<file path="src/rtl/syn_fifo_reader.sv">
// Read-side drain engine: pops the FIFO, absorbs its one-cycle read latency
// in a 2-entry skid buffer and presents words on a valid/ready stream.
module syn_fifo_reader #(
  parameter int DATA_WIDTH = 8,
  parameter int CNT_WIDTH  = 16
) (
  input  logic                  clk,
  input  logic                  rst_n,
  input  logic                  fifo_empty,
  input  logic [DATA_WIDTH-1:0] fifo_data,
  output logic                  fifo_rd_cs,
  output logic                  fifo_rd_en,
  input  logic                  flush,
  output logic                  m_valid,
  input  logic                  m_ready,
  output logic [DATA_WIDTH-1:0] m_data,
  output logic [CNT_WIDTH-1:0]  rd_count
);

  typedef enum logic [1:0] {EMPTY = 2'd0, ONE = 2'd1, TWO = 2'd2} occ_e;

  occ_e                  occ, occ_nxt;
  logic                  inflight;
  logic [DATA_WIDTH-1:0] head, tail;
  logic                  accept, capture;
  logic [1:0]            occ_cnt, level;

  assign m_valid    = (occ != EMPTY);
  assign m_data     = head;
  assign accept     = m_valid && m_ready;
  assign capture    = inflight && !flush;
  assign occ_cnt    = occ;
  // Words popped but not yet accepted: buffered plus the one on the read port.
  assign level      = occ_cnt + {1'b0, inflight};
  assign fifo_rd_en = rst_n && !flush && !fifo_empty &&
                      ((level <= 2'd1) || (level == 2'd2 && accept));
  assign fifo_rd_cs = fifo_rd_en;

  always_comb begin
    occ_nxt = occ;
    if (flush) begin
      occ_nxt = EMPTY;
    end else begin
      case (occ)
        EMPTY:   if (capture) occ_nxt = ONE;
        ONE: begin
          if (capture && !accept)      occ_nxt = TWO;
          else if (accept && !capture) occ_nxt = EMPTY;
        end
        TWO:     if (accept && !capture) occ_nxt = ONE;
        default: occ_nxt = EMPTY;
      endcase
    end
  end

  always_ff @(posedge clk or negedge rst_n) begin
    if (!rst_n) begin
      occ      <= EMPTY;
      inflight <= 1'b0;
    end else begin
      occ      <= occ_nxt;
      inflight <= fifo_rd_en;
    end
  end

  // Landing word goes to head only if the buffer drains empty this cycle.
  always_ff @(posedge clk or negedge rst_n) begin
    if (!rst_n) begin
      head <= '0;
      tail <= '0;
    end else if (!flush) begin
      if (accept && occ == TWO) head <= tail;
      if (capture) begin
        if (occ == EMPTY || (occ == ONE && accept)) head <= fifo_data;
        else                                         tail <= fifo_data;
      end
    end
  end

  always_ff @(posedge clk or negedge rst_n) begin
    if (!rst_n) rd_count <= '0;
    else        rd_count <= rd_count + CNT_WIDTH'(accept);
  end

endmodule
</file>
<file path="config.mk">
export PLATFORM = sky130hd
export DESIGN_NAME = syn_fifo_reader
export DESIGN_NICKNAME = d
export VERILOG_FILES = /design/src/rtl/syn_fifo_reader.sv
export SDC_FILE = /design/constraint.sdc
export NUM_CORES = 1
export LEC_CHECK = 0
export BUFFER_PORTS_ARGS = -buffer_cell sky130_fd_sc_hd__buf_2
export CAP_MARGIN = 30
export CORE_ASPECT_RATIO = 0.75
export CORE_UTILIZATION = 50
export DETAILED_ROUTE_END_ITERATION = 8
export PLACE_DENSITY_LB_ADDON = 0.25
export SYNTH_ARGS = -nofsm -noshare
export SYNTH_HDL_FRONTEND = slang
export SYNTH_SLANG_ARGS = --single-unit
export TNS_END_PERCENT = 100
</file>
<file path="constraint.sdc">
create_clock -name clk -period 5.4 [get_ports clk]
set_clock_uncertainty 0.1 [all_clocks]
set_input_delay 0.81 -clock clk [delete_from_list [all_inputs] [get_ports clk]]
set_output_delay 0.81 -clock clk [all_outputs]
set_load 0.03 [all_outputs]
</file>
==> PnR_summary.wiki, run 1 <==
{| class="wikitable"
! Metric !! Value
|-
| Data required time of the worst path || ~4500 ps
|-
| RR Endpoint || rd_count[14]$_DFF_PN0_
|-
| Clock edge transition at the registers on the reported setup and hold paths || 70 ps
|-
| Arithmetic-cell share of the synthesized area counting full adders, half adders and majority gates || 0.0232
|-
| Class of the tightest hold or removal check || reg2reg
|-
| Kind of launch point of the worst setup path || input pin
|-
| Die Ht || 51.3 µm
|-
| Combinational Power Share || 0.211
|-
| Unrepaired setup endpoints after global routing || false
|-
| Total Wirelength || 3010 µm
|-
| Root buffer cell || sky130_fd_sc_hd__clkbuf_8
|-
| Antenna violations before repair || 0
|-
| Number of top-level pins || 40
|-
| Number of flops mapped to enable cells by yosys || 0
|-
| Endpoint class of the critical path || output pin
|-
| Diode count || 0
|-
| Max-slew headroom || 0.489
|-
| Fill cells || ~250
|-
| Vias after detailed routing || 1,131
|-
| Post-synth top area cell || sky130_fd_sc_hd__dfrtp_1
|-
| TritonCTS clock tree || done
|-
| Crit path DAT || 2140 ps
|-
| Depth of the worst hold-timing path || 1
|-
| End-of-flow core utilization || 0.643
|-
| Total standard cell area after synthesis || 1620 µm²
|-
| Setup violators final || 0
|-
| Die area || ~3500 µm²
|-
| Drt initial violations || between 40 and 50
|-
| Setup Buffers After CTS || 0
|-
| Sum of net half-perimeters after detailed placement || 2150 µm
|-
| Length of the first detailed-routing pass in iterations || 4
|-
| Buffer levels on the longest clock path || 2
|-
| Worst reg2reg setup slack || 3560 ps
|-
| DR vias/cell || 5.36
|-
| Flops & latches, synth || 35
|-
| Number of buffers created by CTS || 5
|-
| Core box area || 3020 µm²
|-
| Count of pins over their slew limit || 0
|-
| CP most frequent cell || sky130_fd_sc_hd__buf_2
|-
| Cells traversed along the worst timing path || buf_2, nand2_1, a211oi_1, buf_2
|-
| Tmin final || 3050 ps
|-
| Number of global-route vias before repair || approximately 1,000
|-
| Family with the most delay on the worst path || buffers and inverters
|-
| Most common library cell in the layout ignoring fill and taps || sky130_fd_sc_hd__buf_2
|-
| Number of nets in the final layout || 188
|-
| Multiplexer share of the synthesized area || 0.0556
|-
| Fraction of layout cells with a size suffix above 1 || 0.364
|-
| Most used flip-flop cell after synthesis || sky130_fd_sc_hd__dfrtp_1
|-
| Worst hold margin || 366 ps
|-
| Startpoint of the lowest-slack register-to-register path || occ[0]$_DFFE_PN0P_
|-
| Distinct cell type count after synthesis || 34
|-
| Crit path buffers/inverters || 2
|-
| Number of remaining DRC errors || 0
|-
| Register area share after synthesis || 0.541
|-
| Crit-path max FO || 36
|-
| Critical path's slowest cell || sky130_fd_sc_hd__buf_2
|-
| Setup Total Neg Slack || 0 ps
|-
| Clock share of power || 0.300
|-
| Worst Path Class, Setup || in2out
|-
| Net Sw Power || roughly 0.21 mW
|-
| Top library cells by usage in the layout, fill and taps aside || sky130_fd_sc_hd__buf_2 (39), sky130_fd_sc_hd__dfrtp_1 (35), sky130_fd_sc_hd__o22a_1 (16)
|-
| Horizontal die dimension || 67.7 µm
|-
| CTS H-Tree Depth || 2
|-
| Max Cap Viol || 0
|-
| Cts hold-fix bufs || 0
|-
| Net count of the mapped netlist || 145
|-
| Area growth syn-to-layout || 19.9%
|-
| Basic-gate share of the synthesized area counting and, or, nand and nor cells || 0.155
|-
| CP max stage delay || 590 ps
|-
| Outcome || finished clean
|-
| Post-synthesis instance total || between 100 and 150
|-
| Number of clock sinks || 35
|-
| Initial core utilization || 0.536
|-
| Post-synth top area share || 0.541
|-
| Resize count post-CTS || 0
|-
| GR Util All Layers || 0.194
|-
| Fraction of power spent switching nets || 0.318
|-
| IR drop worst, VDD || 220 µV
|-
| Min-delay src || rd_count[15]$_DFF_PN0_
|-
| Async SR Flop Fraction || 1.00
|-
| Number of port buffers || 39
|-
| Worst-case hold path end point || rd_count[15]$_DFF_PN0_
|-
| Share of the clock period used by the worst path after layout || 0.564
|-
| Maximum number of pins on one net before global-route repair || 37
|-
| Placer's final routability congestion estimate || 0.748
|-
| Reg power frac || 0.489
|-
| Main combinational cell family by area after synthesis || simple AND/OR/NAND/NOR gates
|-
| Total count of hold-check failures in the final report || 0
|-
| WL/cell || 14.3 µm
|-
| Power density of the placed cells || 338 nW/µm²
|-
| Cell Rows || 17
|-
| First-pass GRT wire length || between 4000 and 5000 µm
|-
| Transition at the pin with the smallest max-transition slack || 766 ps
|-
| Synthesized area per cell || 12.6 µm²
|-
| Internal portion of total power || approximately 0.45 mW
|-
| Top cells by area, synth || sky130_fd_sc_hd__dfrtp_1 (54%), sky130_fd_sc_hd__o22a_1 (8.7%), sky130_fd_sc_hd__xnor2_1 (6.0%)
|-
| Global route overflow || 0
|-
| PnR worst setup slack || 2350 ps
|-
| Warnings from Yosys || 0
|-
| Final antenna-violating net count || 0
|-
| Worst slack, placed || 2310 ps
|-
| Skew-Pair Late Insertion Delay || 270 ps
|-
| Worst reg2reg path depth || 6
|-
| Leak || 0.980 nW
|-
| XOR/XNOR Fraction of Synth Area || 0.0757
|-
| Peak Freq || 0.328 GHz
|-
| Compound-gate portion of the synthesized area || 0.131
|}
-- Yosys cell counts, types with 3 or more instances --
cell / n
sky130_fd_sc_hd__o22a_1: 16
sky130_fd_sc_hd__nand4_1: 3
sky130_fd_sc_hd__ha_1: 3
sky130_fd_sc_hd__nor2_1: 6
sky130_fd_sc_hd__xnor2_1: 11
sky130_fd_sc_hd__nand2_1: 6
sky130_fd_sc_hd__dfrtp_1: 35
sky130_fd_sc_hd__nand3_1: 7
sky130_fd_sc_hd__xor2_1: 3
sky130_fd_sc_hd__mux2_2: 8
-- logic make-up (layout without fill, tap and decap cells) --
family / count (synthesis) / in the layout
fa+ha+maj: 3 / 3
buf+inv: 6 / 50
flops: 35 / 35
simple gates: 38 / 38
mux: 8 / 8
xor+xnor: 14 / 14
compound gates: 25 / 25
-- per-stage QoR --
| step | std cells | total power [mW] | cell area [µm²] |
|---|---|---|---|
| 2_1_floorplan | 129 | 0.418 | 1620 |
| 3_3_place_gp | 203 | 0.461 | 1840 |
| 3_5_place_dp | 203 | 0.466 | 1840 |
| 4_1_cts | 211 | 0.664 | 1940 |
| 5_1_grt | 211 | 0.690 | 1940 |
| 6_report | 211 | 0.656 | 1940 |
-- power groups by stage --
| stage | registers, mW | clock network [mW] | logic, mW |
|---|---|---|---|
| after floorplan | 0.378 | 0 | 0.0398 |
| after global placement | 0.324 | 0 | 0.137 |
| after detailed placement | 0.325 | 0 | 0.140 |
| final | 0.321 | 0.197 | 0.138 |
| after global routing | 0.327 | 0.214 | 0.149 |
| after CTS | 0.321 | 0.203 | 0.140 |
-- metal layers --
metal,part of all wire,track usage,vias to the layer above
met1,0.50,0.291,550
met3,0.046,0.0536,2
met4,0.0046,0.0638,0
met5,0,0,-
li1,-,-,553
met2,0.45,0.266,26
-- flip-flops by register name, indices dropped and copies added (netlist names) --
| signal | count |
|---|---|
| tail | 8 |
| inflight | 1 |
| rd_count | 16 |
| m_data | 8 |
| occ | 2 |
-- worst register-to-register path: cells and delay by family (launching register included) --
| family | cells | cell delay [ps] |
|---|---|---|
| buf+inv | 1 | 110 |
| xor+xnor | 1 | 110 |
| flops | 1 | 490 |
| compound gates | 1 | 340 |
| simple gates | 2 | 390 |
| fa+ha+maj | 1 | 230 |
-- how the worst max path moves through the flow --
stage               cells past startpoint     from         end  slack (ps)
floorplan                               5  m_ready  fifo_rd_en        2100
detailed placement                      4    rst_n  fifo_rd_en        2310
CTS                                     4    rst_n  fifo_rd_en        2300
finish                                  4    rst_n  fifo_rd_en        2350
global placement                        4    rst_n  fifo_rd_en        2410
global route                            4    rst_n  fifo_rd_en        2140
-- final cells by class --
class | count | area (µm²) | share of cell area
clock buffers | 6 | 82.6 | 0.0425
clock inverters | 2 | 16.3 | 0.00838
inverters | 3 | 11.3 | 0.00580
multi-input cells | 88 | 713 | 0.367
flip-flops and latches | 35 | 876 | 0.451
well taps | 38 | 47.5 | 0.0245
repair buffers | 39 | 195 | 0.101
Note: power is estimated with default switching activity, not from simulation.
==> inputs of run 2 (changes only) <==
==> constraint.sdc (replaced) <==
create_clock -name clk -period 2.85 [get_ports clk]
set_clock_uncertainty 0.1 [all_clocks]
set_input_delay 0.4275 -clock clk [delete_from_list [all_inputs] [get_ports clk]]
set_output_delay 0.4275 -clock clk [all_outputs]
set_load 0.03 [all_outputs]
==> PnR_summary.wiki, run 2 (same netlist as run 1, synthesis figures left out) <==
{| class="wikitable"
! Metric !! Value
|-
| Outcome || finished clean
|-
| Clock share of power || 0.265 (-0.035)
|-
| Clock edge transition at the registers on the reported setup and hold paths || 60 ps (about the same)
|-
| Transition at the pin with the smallest max-transition slack || 430 ps (-336 ps)
|-
| Vias after detailed routing || 1,132 (+0.088%)
|-
| Length of the first detailed-routing pass in iterations || 4 (unchanged)
|-
| Total count of hold-check failures in the final report || 0 (unchanged)
|-
| DR vias/cell || 5.39 (+0.57%)
|-
| Combinational Power Share || 0.222 (+0.011)
|-
| Antenna violations before repair || 0 (unchanged)
|-
| Max-slew headroom || 0.713 (+0.224)
|-
| IR drop worst, VDD || 479 µV (+120%)
|-
| Wire length the detailed router placed on met1 || 1500 µm (+0.13%)
|-
| Unrepaired setup endpoints after global routing || false
|-
| Global route overflow || 0 (unchanged)
|-
| Number of top-level pins || 40 (unchanged)
|-
| Fraction of layout cells with a size suffix above 1 || 0.355 (-0.00951)
|-
| Number of global-route vias before repair || 1,076 (+3.9%)
|-
| Number of buffers created by CTS || 5 (unchanged)
|-
| Internal portion of total power || 0.816 mW (+82%)
|-
| Reg power frac || 0.513 (+0.024)
|-
| Net Sw Power || 0.377 mW (+80%)
|-
| Buffer levels on the longest clock path || 2 (unchanged)
|-
| GR Util All Layers || 0.205 (+0.0111)
|-
| Die area || 3470 µm² (unchanged)
|-
| Top layer reached by signal wires || met4
|-
| Horizontal die dimension || 67.7 µm (unchanged)
|-
| Diode count || 0 (unchanged)
|-
| Routed length on met2 || 1370 µm (+0.88%)
|-
| Resize count post-CTS || 0 (unchanged)
|-
| Maximum number of pins on one net before global-route repair || 36 (-2.7%)
|-
| Number of nets in the final layout || 189 (+0.53%)
|-
| Worst slack, placed || 536 ps (-1770 ps)
|-
| Wire length on met3 || 184 µm (+31%)
|-
| Power density of the placed cells || 620 nW/µm² (+83%)
|-
| Peak Freq || 0.386 GHz
|-
| Top library cells by usage in the layout, fill and taps aside || sky130_fd_sc_hd__buf_2 (39), sky130_fd_sc_hd__dfrtp_1 (35), sky130_fd_sc_hd__o22a_1 (16)
|-
| WL/cell || 14.8 µm (+3.7%)
|-
| Most common library cell in the layout ignoring fill and taps || sky130_fd_sc_hd__buf_2
|-
| Final antenna-violating net count || 0 (unchanged)
|-
| Number of clock sinks || 35 (unchanged)
|-
| CTS H-Tree Depth || 2 (unchanged)
|-
| First-pass GRT wire length || 4990 µm (+3.9%)
|-
| Number of port buffers || 39 (unchanged)
|-
| Root buffer cell || sky130_fd_sc_hd__clkbuf_8
|-
| Crit path DAT || 2060 ps (-80 ps)
|-
| Largest Register || rd_count
|-
| Number of remaining DRC errors || 0 (unchanged)
|-
| Total Wirelength || 3110 µm (+3.3%)
|-
| Share of the clock period used by the worst path after layout || 0.909
|-
| Worst reg2reg setup slack || 1030 ps (-2530 ps)
|-
| Area of the multi-input gates || 713 µm² (unchanged)
|-
| Tmin final || ~2600 ps
|-
| Count of pins over their slew limit || 0 (unchanged)
|-
| Class of the tightest hold or removal check || in2async
|-
| Setup Buffers After CTS || 0 (unchanged)
|-
| Max Cap Viol || 0 (unchanged)
|-
| Fill cells || 237 (-6.3%)
|-
| Kind of launch point of the worst setup path || flip-flop
|-
| Worst reg2reg path depth || 6 (unchanged)
|-
| Setup violators final || 0 (unchanged)
|-
| Area growth syn-to-layout || 18.8%
|-
| Crit-path max FO || 8 (-78%)
|-
| Fraction of power spent switching nets || 0.316 (-0.00242)
|-
| Endpoint class of the critical path || output pin
|-
| RR Endpoint || rd_count[14]$_DFF_PN0_
|-
| TritonCTS clock tree || done
|-
| Cts hold-fix bufs || 0 (unchanged)
|-
| Setup Total Neg Slack || 0 ps (unchanged)
|-
| Cell Rows || 17 (unchanged)
|-
| Register area || 876 µm² (unchanged)
|-
| Initial core utilization || 0.536 (unchanged)
|-
| Die Ht || 51.3 µm (unchanged)
|-
| Sum of net half-perimeters after detailed placement || 2300 µm (+7.2%)
|-
| Placer's final routability congestion estimate || 0.739 (-1.2%)
|-
| Skew-Pair Late Insertion Delay || 270 ps (about the same)
|-
| Drt initial violations || 43 (-2.3%)
|-
| Data required time of the worst path || 2320 ps (-2170 ps)
|-
| Startpoint of the lowest-slack register-to-register path || occ[0]$_DFFE_PN0P_
|-
| Largest register FFs || 16 (unchanged)
|-
| PnR worst setup slack || 259 ps (-2100 ps)
|-
| Core box area || 3020 µm² (unchanged)
|-
| Worst Path Class, Setup || reg2out
|-
| Leak || 0.975 nW (-0.56%)
|}
==> run 2: layout make-up <==
type / instances / area share
tap: 38 / 0.0247
timing repair buffer: 40 / 0.105
clock buffer: 6 / 0.0377
multi-input combinational: 88 / 0.371
sequential: 35 / 0.455
inverter: 3 / 0.00586
==> run 2: power groups by stage <==
stage | sequential [mW] | combinational [mW] | clock (mW)
after detailed placement | 0.620 | 0.267 | 0
after floorplan | 0.716 | 0.0754 | 0
final | 0.612 | 0.265 | 0.316
after global routing | 0.620 | 0.284 | 0.344
after global placement | 0.614 | 0.262 | 0
after CTS | 0.611 | 0.268 | 0.321
==> run 2: worst max path at each step <==
stage | start | end | slack, ps | cells after the start
global placement | inflight$_DFF_PN0_ | fifo_rd_en | 710 | 5
finish | inflight$_DFF_PN0_ | fifo_rd_en | 260 | 5
detailed placement | inflight$_DFF_PN0_ | fifo_rd_cs | 540 | 5
floorplan | inflight$_DFF_PN0_ | fifo_rd_en | 130 | 5
CTS | inflight$_DFF_PN0_ | fifo_rd_cs | 240 | 5
global route | inflight$_DFF_PN0_ | fifo_rd_en | 110 | 5
==> run 2: stage by stage <==
step	power, mW	hold slack (ps)	area, µm²	utilization	std cells
floorplan	0.792	31.9	1620	-	129
global placement	0.876	356	1850	0.613	204
detailed placement	0.887	362	1850	0.613	204
CTS	1.20	155	1920	0.637	210
global route	1.25	183	1920	0.637	210
finish	1.19	142	1920	0.637	210
==> run 2: worst max-delay path, cell delays in order (launching register included) <==
cell	delay, ps
sky130_fd_sc_hd__dfrtp_1	540
sky130_fd_sc_hd__ha_1	310
sky130_fd_sc_hd__nor2b_1	160
sky130_fd_sc_hd__a21boi_0	100
sky130_fd_sc_hd__a211oi_1	390
sky130_fd_sc_hd__buf_2	270
==> run 2: layer usage <==
metal	track usage	vias up
met2	0.289	36
met5	0	-
met1	0.285	538
li1	-	552
met3	0.0647	6
met4	0.0922	0
==> inputs of run 3 (changes only) <==
--- a/config.mk
+++ b/config.mk
@@ -7,8 +7,7 @@
 export LEC_CHECK = 0
 export BUFFER_PORTS_ARGS = -buffer_cell sky130_fd_sc_hd__buf_2
 export CAP_MARGIN = 30
-export CORE_ASPECT_RATIO = 0.75
-export CORE_UTILIZATION = 50
+export CORE_UTILIZATION = 47
 export DETAILED_ROUTE_END_ITERATION = 8
 export PLACE_DENSITY_LB_ADDON = 0.25
 export SYNTH_ARGS = -nofsm -noshare
==> constraint.sdc (replaced) <==
create_clock -name clk -period 2.1 [get_ports clk]
set_clock_uncertainty 0.1 [all_clocks]
set_input_delay 0.315 -clock clk [delete_from_list [all_inputs] [get_ports clk]]
set_output_delay 0.315 -clock clk [all_outputs]
set_load 0.03 [all_outputs]
==> PnR_summary.wiki, run 3 (same netlist as run 1, synthesis figures left out) <==
{| class="wikitable"
! Metric !! Value
|-
| Outcome || finished clean
|-
| Largest register FFs || 16 (unchanged)
|-
| Max Cap Viol || 0 (unchanged)
|-
| Total Wirelength || 3300 µm (+6.1%)
|-
| Peak Freq || about 0.48 GHz
|-
| Initial core utilization || 0.513 (-0.0225)
|-
| Critical path depth || 5 (unchanged)
|-
| Vias after detailed routing || 1,218 (+7.6%)
|-
| RR Endpoint || rd_count[14]$_DFF_PN0_
|-
| Clock edge transition at the registers on the reported setup and hold paths || 100 ps (+40 ps)
|-
| Top library cells by usage in the layout, fill and taps aside || sky130_fd_sc_hd__buf_2 (37), sky130_fd_sc_hd__dfrtp_1 (33), sky130_fd_sc_hd__o22a_1 (16)
|-
| Root buffer cell || sky130_fd_sc_hd__clkbuf_4
|-
| Number of top-level pins || 40 (unchanged)
|-
| Tmin final || 2070 ps
|-
| Number of remaining DRC errors || 0 (unchanged)
|-
| Final antenna-violating net count || 0 (unchanged)
|-
| Clock share of power || 0.234 (-0.031)
|-
| Antenna violations before repair || 0 (unchanged)
|-
| Worst hold margin || 126 ps (-15.9 ps)
|-
| Worst setup endpoint || fifo_rd_en
|-
| Family with the most delay on the worst path || flip-flops
|-
| Global route overflow || 0 (unchanged)
|-
| Share of the clock period used by the worst path after layout || 0.986
|-
| Worst reg2reg setup slack || 190 ps (-840 ps)
|-
| End-of-flow core utilization || 0.635 (-0.00139)
|-
| Transition at the pin with the smallest max-transition slack || 427 ps (-3.44 ps)
|-
| Number of port buffers || 39 (unchanged)
|-
| Leak || 0.996 nW (+2.2%)
|-
| Worst Path Class, Setup || reg2out
|-
| Timing startpoint of the critical path || occ[0]$_DFFE_PN0P_
|-
| Cells traversed along the worst timing path || ha_4, nor2b_4, a21boi_2, a211oi_4, buf_6
|-
| Critical path's slowest cell || sky130_fd_sc_hd__dfrtp_2
|-
| Combinational Power Share || 0.241 (+0.019)
|-
| Crit path DAT || 1660 ps (-400 ps)
|-
| TritonCTS clock tree || done
|-
| Internal portion of total power || 1.05 mW (+29%)
|-
| Cell Rows || 20 (+3)
|-
| Core box area || 3150 µm² (+4.4%)
|-
| IR drop worst, VDD || 578 µV (+21%)
|-
| Number of global-route vias before repair || 1,168 (+8.6%)
|-
| Endpoint class of the critical path || output pin
|-
| Net Sw Power || 0.525 mW (+39%)
|-
| CTS H-Tree Depth || 2 (unchanged)
|-
| Number of buffers created by CTS || 5 (unchanged)
|-
| Setup violators final || 0 (unchanged)
|-
| Max-slew headroom || 0.715 (+0.00229)
|-
| Fraction of layout cells with a size suffix above 1 || 0.412 (+0.0578)
|-
| Class of the tightest hold or removal check || in2reg
|-
| Startpoint of the lowest-slack register-to-register path || occ[0]$_DFFE_PN0P_
|-
| Horizontal die dimension || 60.7 µm (-10%)
|-
| Skew-Pair Late Insertion Delay || 330 ps (+60 ps)
|-
| First-pass GRT wire length || 5200 µm (+4.3%)
|-
| Kind of launch point of the worst setup path || flip-flop
|-
| Number of nets in the final layout || 193 (+2.1%)
|-
| Drt initial violations || 70 (+63%)
|-
| Total Power || 1.57 mW (+32%)
|-
| Reg power frac || 0.525 (+0.012)
|-
| Worst reg2reg path depth || 7 (+1)
|-
| Number of clock sinks || 35 (unchanged)
|-
| Die area || 3680 µm² (+6.1%)
|-
| Area growth syn-to-layout || 23.7%
|-
| Unrepaired setup endpoints after global routing || true
|-
| CP max stage delay || 440 ps (-100 ps)
|-
| Diode count || 0 (unchanged)
|-
| Count of pins over their slew limit || 0 (unchanged)
|-
| Sum of net half-perimeters after detailed placement || 2370 µm (+3.0%)
|-
| Length of the first detailed-routing pass in iterations || 4 (unchanged)
|-
| Maximum number of pins on one net before global-route repair || 36 (unchanged)
|-
| Power density of the placed cells || 786 nW/µm² (+27%)
|-
| DR vias/cell || 5.51 (+2.2%)
|-
| Die Ht || 60.7 µm (+18%)
|-
| Placer's final routability congestion estimate || 0.819 (+11%)
|-
| Data required time of the worst path || 1680 ps (-640 ps)
|-
| Total count of hold-check failures in the final report || 0 (unchanged)
|-
| GR Util All Layers || 0.202 (-0.00263)
|-
| Most common library cell in the layout ignoring fill and taps || sky130_fd_sc_hd__buf_2
|-
| Fraction of power spent switching nets || 0.333 (+0.0172)
|-
| WL/cell || 14.9 µm (+0.83%)
|-
| Crit-path max FO || 3 (-5)
|-
| Buffer levels on the longest clock path || 2 (unchanged)
|-
| Largest Register || rd_count
|-
| Crit path buffers/inverters || 1 (unchanged)
|}
==> run 3: changes by cell type in the layout (fill, tap and decap cells not counted), sizes merged <==
cell,previous run,this run
dlygate4sd3,0,1
buf,40,43
clkinv,0,1
==> run 3: area by class of cell <==
class                      count  area (µm²)
clock buffer                   6        51.3
clock inverter                 1        5.00
fill                         271        1150
inverter                       3        11.3
multi-input combinational     88         754
sequential                    35         878
tap                           44        55.1
timing repair buffer          44         248
==> run 3: timing repair <==
item / in CTS / in global routing
endpoints found under the setup margin: 2 / 2
resized for setup: 8 / 1
hold buffers: 1 / 0
buffers inserted: 2 / 0
pin swaps: 2 / 1
endpoints found under the hold margin: 35 / 0
==> run 3: routing by layer <==
layer / vias up / wire (µm) / track usage
met3: 6 / 170 / 0.0789
met5: - / 0 / 0
met2: 30 / 1620 / 0.325
met1: 618 / 1450 / 0.247
li1: 564 / - / -
met4: 0 / 57 / 0.0779
==> run 3: power groups by stage <==
stage / combinational, mW / clock, mW / sequential, mW
6_report: 0.380 / 0.368 / 0.826
5_1_grt: 0.406 / 0.409 / 0.837
4_1_cts: 0.384 / 0.379 / 0.827
3_5_place_dp: 0.372 / 0 / 0.841
3_3_place_gp: 0.360 / 0 / 0.832
2_1_floorplan: 0.104 / 0 / 0.973
==> run 3: worst reg2reg max path, delay by kind of cell, from the launching register on <==
kind / cells / cell delay [ps]
AO/OA/AOI/OAI: 1 / 260
XOR/XNOR: 1 / 120
adder cells (fa/ha/maj): 1 / 240
buffers and inverters: 2 / 300
flip-flops: 1 / 440
AND/OR/NAND/NOR: 2 / 390
==> run 3: worst min path at each step <==
stage | cells after the start | end | slack (ps) | startpoint
after floorplan | 0 | inflight$_DFF_PN0_ | -80 | rst_n
after global placement | 2 | rd_count[15]$_DFF_PN0_ | 300 | rst_n
after detailed placement | 2 | rd_count[15]$_DFF_PN0_ | 300 | rst_n
after CTS | 2 | tail[5]$_DFFE_PN0P_ | 120 | fifo_data[5]
after global routing | 2 | tail[4]$_DFFE_PN0P_ | 110 | fifo_data[4]
final | 2 | tail[5]$_DFFE_PN0P_ | 130 | fifo_data[5]
==> run 3: stage by stage <==
stage	std cells	setup slack (ps)	setup TNS (ps)	area, µm²
4_1_cts	221	7.27	0	2000
3_5_place_dp	211	178	0	1880
6_report	221	28.9	0	2000
3_3_place_gp	211	240	0	1880
5_1_grt	221	-47.4	-92.6	2000
2_1_floorplan	129	38.5	0	1630
